<file path="config.mk">
export PLATFORM = sky130hd
export DESIGN_NAME = rs232_avm_scheduler
export DESIGN_NICKNAME = d
export VERILOG_FILES = /design/src/rtl/rs232_avm_scheduler.sv
export SDC_FILE = /design/constraint.sdc
export NUM_CORES = 1
export LEC_CHECK = 0
export BUFFER_PORTS_ARGS = -buffer_cell sky130_fd_sc_hd__buf_4
export CAP_MARGIN = 30
export CELL_PAD_IN_SITES_DETAIL_PLACEMENT = 2
export CELL_PAD_IN_SITES_GLOBAL_PLACEMENT = 2
export CORE_MARGIN = 8
export CORE_UTILIZATION = 32
export DETAILED_ROUTE_END_ITERATION = 6
export HOLD_SLACK_MARGIN = 0.1
export MAX_ROUTING_LAYER = met4
export PLACE_DENSITY = 0.86
export SYNTH_ARGS = -nofsm -noshare
export SYNTH_HDL_FRONTEND = slang
export SYNTH_SLANG_ARGS = --single-unit
export TNS_END_PERCENT = 1
</file>
<file path="constraint.sdc">
create_clock -name avm_clk -period 2.2 [get_ports avm_clk]
set_input_delay 0.33 -clock avm_clk [delete_from_list [all_inputs] [get_ports avm_clk]]
set_output_delay 0.33 -clock avm_clk [all_outputs]
set_load 0.01 [all_outputs]
</file>
<file path="src/rtl/rs232_avm_scheduler.sv">
// ---------------------------------------------------------------------------
// rs232_avm_scheduler
//
// Avalon-MM master that owns an RS232 UART slave. It repeatedly polls the
// UART status byte and then moves one byte per poll: either reads a received
// byte into a small RX FIFO, or writes the pending TX holding byte. When both
// directions are serviceable in the same poll, a round-robin priority bit
// decides which one is served.
//
// Optional feature macro: RS232_STATS_EN
//   defined   -> adds rx_count / tx_count transfer counters (16-bit, wrapping)
//   undefined -> counters and their ports are absent
//
// Ports:
//   avm_clk, avm_rst        clock, synchronous active-low reset
//   avm_address/read/write  registered Avalon command (held during waitrequest)
//   avm_writedata           registered write data {24'b0, tx byte}
//   avm_readdata            slave read data, valid when read=1, waitrequest=0
//   avm_waitrequest         slave stall
//   tx_data/valid/ready     client TX byte stream into a 1-entry holding reg
//   rx_data/valid/ready     client RX byte stream out of the show-ahead FIFO
//   rx_count, tx_count      (RS232_STATS_EN only) accepted RX reads / TX writes
// ---------------------------------------------------------------------------
module rs232_avm_scheduler #(
  parameter int unsigned RX_FIFO_DEPTH = 4,
  parameter int unsigned POLL_GAP      = 0,
  parameter int unsigned RX_BASE       = 0,
  parameter int unsigned TX_BASE       = 4,
  parameter int unsigned STATUS_BASE   = 8,
  parameter int unsigned RX_OK_BIT     = 7,
  parameter int unsigned TX_OK_BIT     = 6
) (
  input  logic        avm_clk,
  input  logic        avm_rst,
  output logic [4:0]  avm_address,
  output logic        avm_read,
  input  logic [31:0] avm_readdata,
  output logic        avm_write,
  output logic [31:0] avm_writedata,
  input  logic        avm_waitrequest,
  input  logic [7:0]  tx_data,
  input  logic        tx_valid,
  output logic        tx_ready,
  output logic [7:0]  rx_data,
  output logic        rx_valid,
  input  logic        rx_ready
`ifdef RS232_STATS_EN
  ,
  output logic [15:0] rx_count,
  output logic [15:0] tx_count
`endif
);

  localparam int unsigned PTR_W = (RX_FIFO_DEPTH > 1) ? $clog2(RX_FIFO_DEPTH) : 1;
  localparam int unsigned CNT_W = PTR_W + 1;
  localparam logic [CNT_W-1:0] FULL_CNT    = CNT_W'(RX_FIFO_DEPTH);
  localparam logic [4:0]       RX_ADDR     = 5'(RX_BASE);
  localparam logic [4:0]       TX_ADDR     = 5'(TX_BASE);
  localparam logic [4:0]       STATUS_ADDR = 5'(STATUS_BASE);
  // Reset waits POLL_GAP cycles after the first idle cycle; after a finished
  // transaction the accepting cycle already counts, hence the reload of N-1.
  localparam logic [7:0]       GAP_INIT    = 8'(POLL_GAP);
  localparam logic [7:0]       GAP_RELOAD  = (POLL_GAP == 0) ? 8'd0 : 8'(POLL_GAP - 1);

  typedef enum logic [1:0] {S_IDLE, S_STATUS, S_RXREAD, S_TXWRITE} state_e;
  typedef enum logic {PRIO_RX, PRIO_TX} prio_e;

  state_e            state_q, state_d;
  prio_e             prio_q, prio_d;
  logic [7:0]        gap_q, gap_d;
  logic              read_q, read_d;
  logic              write_q, write_d;
  logic [4:0]        addr_q, addr_d;
  logic [31:0]       wdata_q, wdata_d;
  logic [7:0]        hold_q, hold_d;
  logic              hold_full_q, hold_full_d;
  logic [PTR_W-1:0]  wr_ptr_q, wr_ptr_d, rd_ptr_q, rd_ptr_d;
  logic [CNT_W-1:0]  count_q, count_d;
  logic [7:0]        fifo_mem [RX_FIFO_DEPTH];

  logic accept, rx_ok, tx_ok, txn_done, push, pop, tx_clear, fifo_full;
  logic unused_readdata;

  // Only the status bits and the low data byte are meaningful.
  assign unused_readdata = ^avm_readdata;

  // The same command stays asserted while stalled, so a low waitrequest in a
  // bus state is exactly the accept.
  assign accept    = !avm_waitrequest;
  assign fifo_full = (count_q == FULL_CNT);
  assign pop       = (count_q != '0) && rx_ready;

  // -------------------------------------------------------------------------
  // Next-state logic
  // -------------------------------------------------------------------------
  always_comb begin
    // NOTE: every signal gets a default first so no path leaves it unassigned
    // (which would infer a latch).
    state_d  = state_q;
    gap_d    = gap_q;
    prio_d   = prio_q;
    rx_ok    = 1'b0;
    tx_ok    = 1'b0;
    txn_done = 1'b0;
    push     = 1'b0;
    tx_clear = 1'b0;

    unique case (state_q)
      S_IDLE: begin
        if (gap_q == 8'd0) state_d = S_STATUS;
        else               gap_d   = gap_q - 8'd1;
      end
      S_STATUS: begin
        if (accept) begin
          // Fullness is judged here; between now and the push only pops can
          // happen, so the FIFO cannot overflow.
          rx_ok = avm_readdata[RX_OK_BIT] && !fifo_full;
          tx_ok = avm_readdata[TX_OK_BIT] && hold_full_q;
          if (rx_ok && tx_ok) state_d = (prio_q == PRIO_RX) ? S_RXREAD : S_TXWRITE;
          else if (rx_ok)     state_d = S_RXREAD;
          else if (tx_ok)     state_d = S_TXWRITE;
          else                txn_done = 1'b1;
        end
      end
      S_RXREAD: begin
        if (accept) begin
          push     = 1'b1;
          prio_d   = PRIO_TX;
          txn_done = 1'b1;
        end
      end
      S_TXWRITE: begin
        if (accept) begin
          tx_clear = 1'b1;
          prio_d   = PRIO_RX;
          txn_done = 1'b1;
        end
      end
      default: state_d = S_IDLE;
    endcase

    if (txn_done) begin
      if (POLL_GAP == 0) begin
        state_d = S_STATUS;
      end else begin
        state_d = S_IDLE;
        gap_d   = GAP_RELOAD;
      end
    end
  end

  // -------------------------------------------------------------------------
  // Registered Avalon command, decoded from the next state so the new command
  // appears the cycle after acceptance with no dead cycle.
  // -------------------------------------------------------------------------
  always_comb begin
    read_d  = (state_d == S_STATUS) || (state_d == S_RXREAD);
    write_d = (state_d == S_TXWRITE);
    wdata_d = write_d ? {24'h0, hold_q} : 32'h0;
    unique case (state_d)
      S_RXREAD:  addr_d = RX_ADDR;
      S_TXWRITE: addr_d = TX_ADDR;
      default:   addr_d = STATUS_ADDR;
    endcase
  end

  // -------------------------------------------------------------------------
  // TX holding register and RX FIFO bookkeeping
  // -------------------------------------------------------------------------
  always_comb begin
    hold_d      = hold_q;
    hold_full_d = hold_full_q;
    wr_ptr_d    = wr_ptr_q;
    rd_ptr_d    = rd_ptr_q;
    count_d     = count_q;

    // Capture only happens while empty, so the byte is frozen during TXWRITE.
    if (tx_clear) begin
      hold_full_d = 1'b0;
      hold_d      = 8'h0;
    end else if (tx_valid && !hold_full_q) begin
      hold_full_d = 1'b1;
      hold_d      = tx_data;
    end

    if (push) wr_ptr_d = wr_ptr_q + PTR_W'(1);
    if (pop)  rd_ptr_d = rd_ptr_q + PTR_W'(1);
    unique case ({push, pop})
      2'b10:   count_d = count_q + CNT_W'(1);
      2'b01:   count_d = count_q - CNT_W'(1);
      default: count_d = count_q;
    endcase
  end

  always_ff @(posedge avm_clk) begin
    // NOTE: state registers use non-blocking assignments so every flop
    // samples the pre-edge values regardless of statement order.
    if (!avm_rst) begin
      state_q     <= S_IDLE;
      gap_q       <= GAP_INIT;
      prio_q      <= PRIO_RX;
      read_q      <= 1'b0;
      write_q     <= 1'b0;
      addr_q      <= STATUS_ADDR;
      wdata_q     <= 32'h0;
      hold_q      <= 8'h0;
      hold_full_q <= 1'b0;
      wr_ptr_q    <= '0;
      rd_ptr_q    <= '0;
      count_q     <= '0;
    end else begin
      state_q     <= state_d;
      gap_q       <= gap_d;
      prio_q      <= prio_d;
      read_q      <= read_d;
      write_q     <= write_d;
      addr_q      <= addr_d;
      wdata_q     <= wdata_d;
      hold_q      <= hold_d;
      hold_full_q <= hold_full_d;
      wr_ptr_q    <= wr_ptr_d;
      rd_ptr_q    <= rd_ptr_d;
      count_q     <= count_d;
    end
  end

  // NOTE: the FIFO storage is deliberately not reset; the count and pointers
  // are, and rx_data is forced to zero while empty, so stale entries are
  // never visible.
  always_ff @(posedge avm_clk) begin
    if (push) fifo_mem[wr_ptr_q] <= avm_readdata[7:0];
  end

  assign avm_read      = read_q;
  assign avm_write     = write_q;
  assign avm_address   = addr_q;
  assign avm_writedata = wdata_q;
  assign tx_ready      = !hold_full_q;
  assign rx_valid      = (count_q != '0);
  assign rx_data       = rx_valid ? fifo_mem[rd_ptr_q] : 8'h0;

`ifdef RS232_STATS_EN
  logic [15:0] rx_count_q, tx_count_q;

  always_ff @(posedge avm_clk) begin
    if (!avm_rst) begin
      rx_count_q <= 16'h0;
      tx_count_q <= 16'h0;
    end else begin
      if (push)     rx_count_q <= rx_count_q + 16'd1;
      if (tx_clear) tx_count_q <= tx_count_q + 16'd1;
    end
  end

  assign rx_count = rx_count_q;
  assign tx_count = tx_count_q;
`endif

endmodule
</file>
==> metrics.txt <==
synthesis-to-layout area growth=21.6%; vias in the first global route=2,231; initial antenna violation count=0; final std cells w/o fill=445; Post-synth EDFFs=32; share of the yosys chip area belonging to registers=between 50% and 60%; Clock Latency Late Sink=around 0.34 ns; Distinct cells, synth=37; Crit path required time=2.46 ns; drt pass-1 iters=4; Power, Total=3.61 mW; final hold violation count=0; hold slack=just under 0.2 ns; Power Dens Cells=956 mW/mm^2; final setup TNS=0 ns; max cap viols=0; largest fanout on the critical path=4; slowest stage delay, CP=0.37 ns; Antenna Nets Post-Route=0; Clock Path Buffers=2; YS warnings=0; Lkg Pwr=roughly 1.5 nW; Antenna diodes=0; fill cell count=1,018; IO Port Bufs=42; Hold Path Class=in2reg; die height=~110 um; synthesized area=0.00310 mm^2; grt ovf=0; status=finished clean; Tot GR Track Use=11.5%; final setup vio count=0; Primary FF master, synth=dfxtp_1; Buf/Inv on CP=1; largest net degree at the start of global routing=21; CP top delay family=simple AND/OR/NAND/NOR gates; Placer Congestion=0.687; DR iter-0 viols=41; Total Wirelength=7070 um; CP most frequent cell=or3_1; HPWL Detailed=5410 um; core box area=roughly 0.0096 mm^2; Root Driver=clkbuf_8; Die ar.=approximately 0.013 mm^2; crit path DAT=about 2.3 ns; total number of vias=around 1.9k; Cell Area, Placed=0.00351 mm^2; CP Capture Type=register; WL per Instance=15.9 um; H-tree depth=3; crit path cell chain=or3_1 -> and2_1 -> ha_1 -> inv_1 -> fa_1 -> xor2_1 -> or3_1 -> a21oi_1; # DRC=0; total CTS buffers=9; post-route cell area=between 0.003 and 0.004 mm^2; minimum clock period=between 2 and 2.5 ns; CTS sink cnt=72; clock tree from TritonCTS=done; CP max stage cell=dfxtp_1; global-route wire length before repair=11,400 um; Util after Layout=39.3%; I/O pin count=94; cts hold-fix bufs=0; fin nets=363; pre-CTS setup slack=0.136 ns; clock skew=between 0.009 and 0.01 ns; share of layout cells above drive strength 1=25.3%; Worst Path Class, Setup=reg2reg; vias per inst=~4.4; Row Count=36; Max Slew Vio Count=0; Die W=~110 um; Synth Instances=254; clock transition at the registers of the reported paths=0.07 ns; Initial Utilization=32.4%; number of synthesized register bits=72; Synth Area per Inst=about 12 um^2; crit share post-route=92.0%; critical path launch point type=register; worst setup margin=~0.18 ns; Post-synth ARST share=0%; RSZ-0062 raised after global routing=no; VDD IR max=between 0.3 and 0.4 mV; number of cells after detailed placement=429; Achievable Freq=0.494 GHz
==> state kept, by name, indices dropped and copies added, names as in the netlist, named ones only <==
signal,cells
gap_q,8
count_q,3
fifo_mem,32
hold_full_q,1
avm_read,1
hold_q,8
wr_ptr_q,2
rd_ptr_q,2
avm_writedata,8
avm_write,1
state_q,2
avm_address,1
prio_q,1
==> cell usage after synthesis (2+ instances only) <==
| cell | number | share of area, % |
|---|---|---|
| xnor2_1 | 4 | 1.1 |
| nand2_1 | 7 | 0.85 |
| clkbuf_1 | 6 | 0.73 |
| inv_1 | 14 | 1.7 |
| or3_1 | 4 | 0.81 |
| a21oi_1 | 5 | 0.81 |
| and2_1 | 16 | 3.2 |
| nor2_1 | 24 | 2.9 |
| nand2b_1 | 5 | 1.0 |
| nor3b_1 | 3 | 0.73 |
| ha_1 | 10 | 4.0 |
| nand3_1 | 2 | 0.32 |
| and3_1 | 8 | 1.6 |
| o21ai_0 | 5 | 0.81 |
| buf_4 | 28 | 6.8 |
| edfxtp_1 | 32 | 31 |
| mux4_2 | 8 | 5.8 |
| xor2_1 | 3 | 0.85 |
| a211oi_2 | 2 | 0.81 |
| dfxtp_1 | 40 | 26 |
| mux2i_1 | 12 | 3.9 |
==> cell usage in the layout, fill, tap and decap left out, types with 2 or more instances in the layout <==
| cell | instances |
|---|---|
| buf_4 | 51 |
| dfxtp_1 | 39 |
| edfxtp_1 | 32 |
| conb_1 | 27 |
| nor2_1 | 24 |
| and2_1 | 16 |
| inv_1 | 14 |
| mux2i_1 | 12 |
| clkbuf_8 | 12 |
| ha_1 | 10 |
| mux4_2 | 8 |
| and3_1 | 8 |
| nand2_1 | 7 |
| o21ai_0 | 5 |
| nand2b_1 | 5 |
| a21oi_1 | 5 |
| or3_1 | 4 |
| xnor2_1 | 4 |
| nor3b_1 | 3 |
| xor2_1 | 3 |
| nand3_1 | 2 |
| a211oi_2 | 2 |
| bufinv_16 | 2 |
==> path summary, 6_finish.rpt <==
kind              startpoint              to  slack (ns)  cells past startpoint
max reg2reg       count_q[1]      count_q[2]        0.18                      8
min reg2reg           prio_q          prio_q        0.46                      2
max               count_q[1]      count_q[2]        0.18                      8
min          avm_readdata[5]  fifo_mem[2][5]        0.19                      1
==> kinds of logic (layout without fill, tap and decap cells) <==
kind of cell    after synthesis  after routing  synth area share [%]
simple gates                 76             76                  13.6
flops                        72             72                  56.8
buf+inv                      49             81                  9.35
mux                          20             20                  9.67
compound gates               18             18                  3.87
fa+ha+maj                    11             11                  4.68
xor+xnor                      7              7                  1.98
other cells                   1             27                 0.121
==> power breakdown <==
| part | leakage [nW] | internal, mW | switching [mW] | total, mW |
|---|---|---|---|---|
| Sequential | 0.614 | 1.48 | 0.0914 | 1.57 |
| Combinational | 0.801 | 0.354 | 0.386 | 0.740 |
| Clock | 0.131 | 0.803 | 0.491 | 1.29 |
==> per-layer routing <==
| metal | global-route usage [%] | share of wire, % |
|---|---|---|
| met1 | 12.0 | 40 |
| met2 | 20.5 | 54 |
| met3 | 2.85 | 4.2 |
| met4 | 4.26 | 1.4 |
| met5 | - | 0 |
==> area by class of cell <==
type / instances / area [um^2] / area share (%)
inverters: 14 / 52.6 / 1.39
clock inverters: 3 / 68.8 / 1.82
clock buffers: 13 / 190 / 5.04
repair buffers: 51 / 383 / 10.1
well taps: 133 / 166 / 4.41
flip-flops and latches: 72 / 1760 / 46.7
multi-input cells: 159 / 1150 / 30.5
==> timing repair <==
item,4_1_cts,5_1_grt
buffers inserted,0,0
resized for setup,0,1
setup endpoints to repair,0,1
No activity file was read; power rests on OpenSTA's default activity.
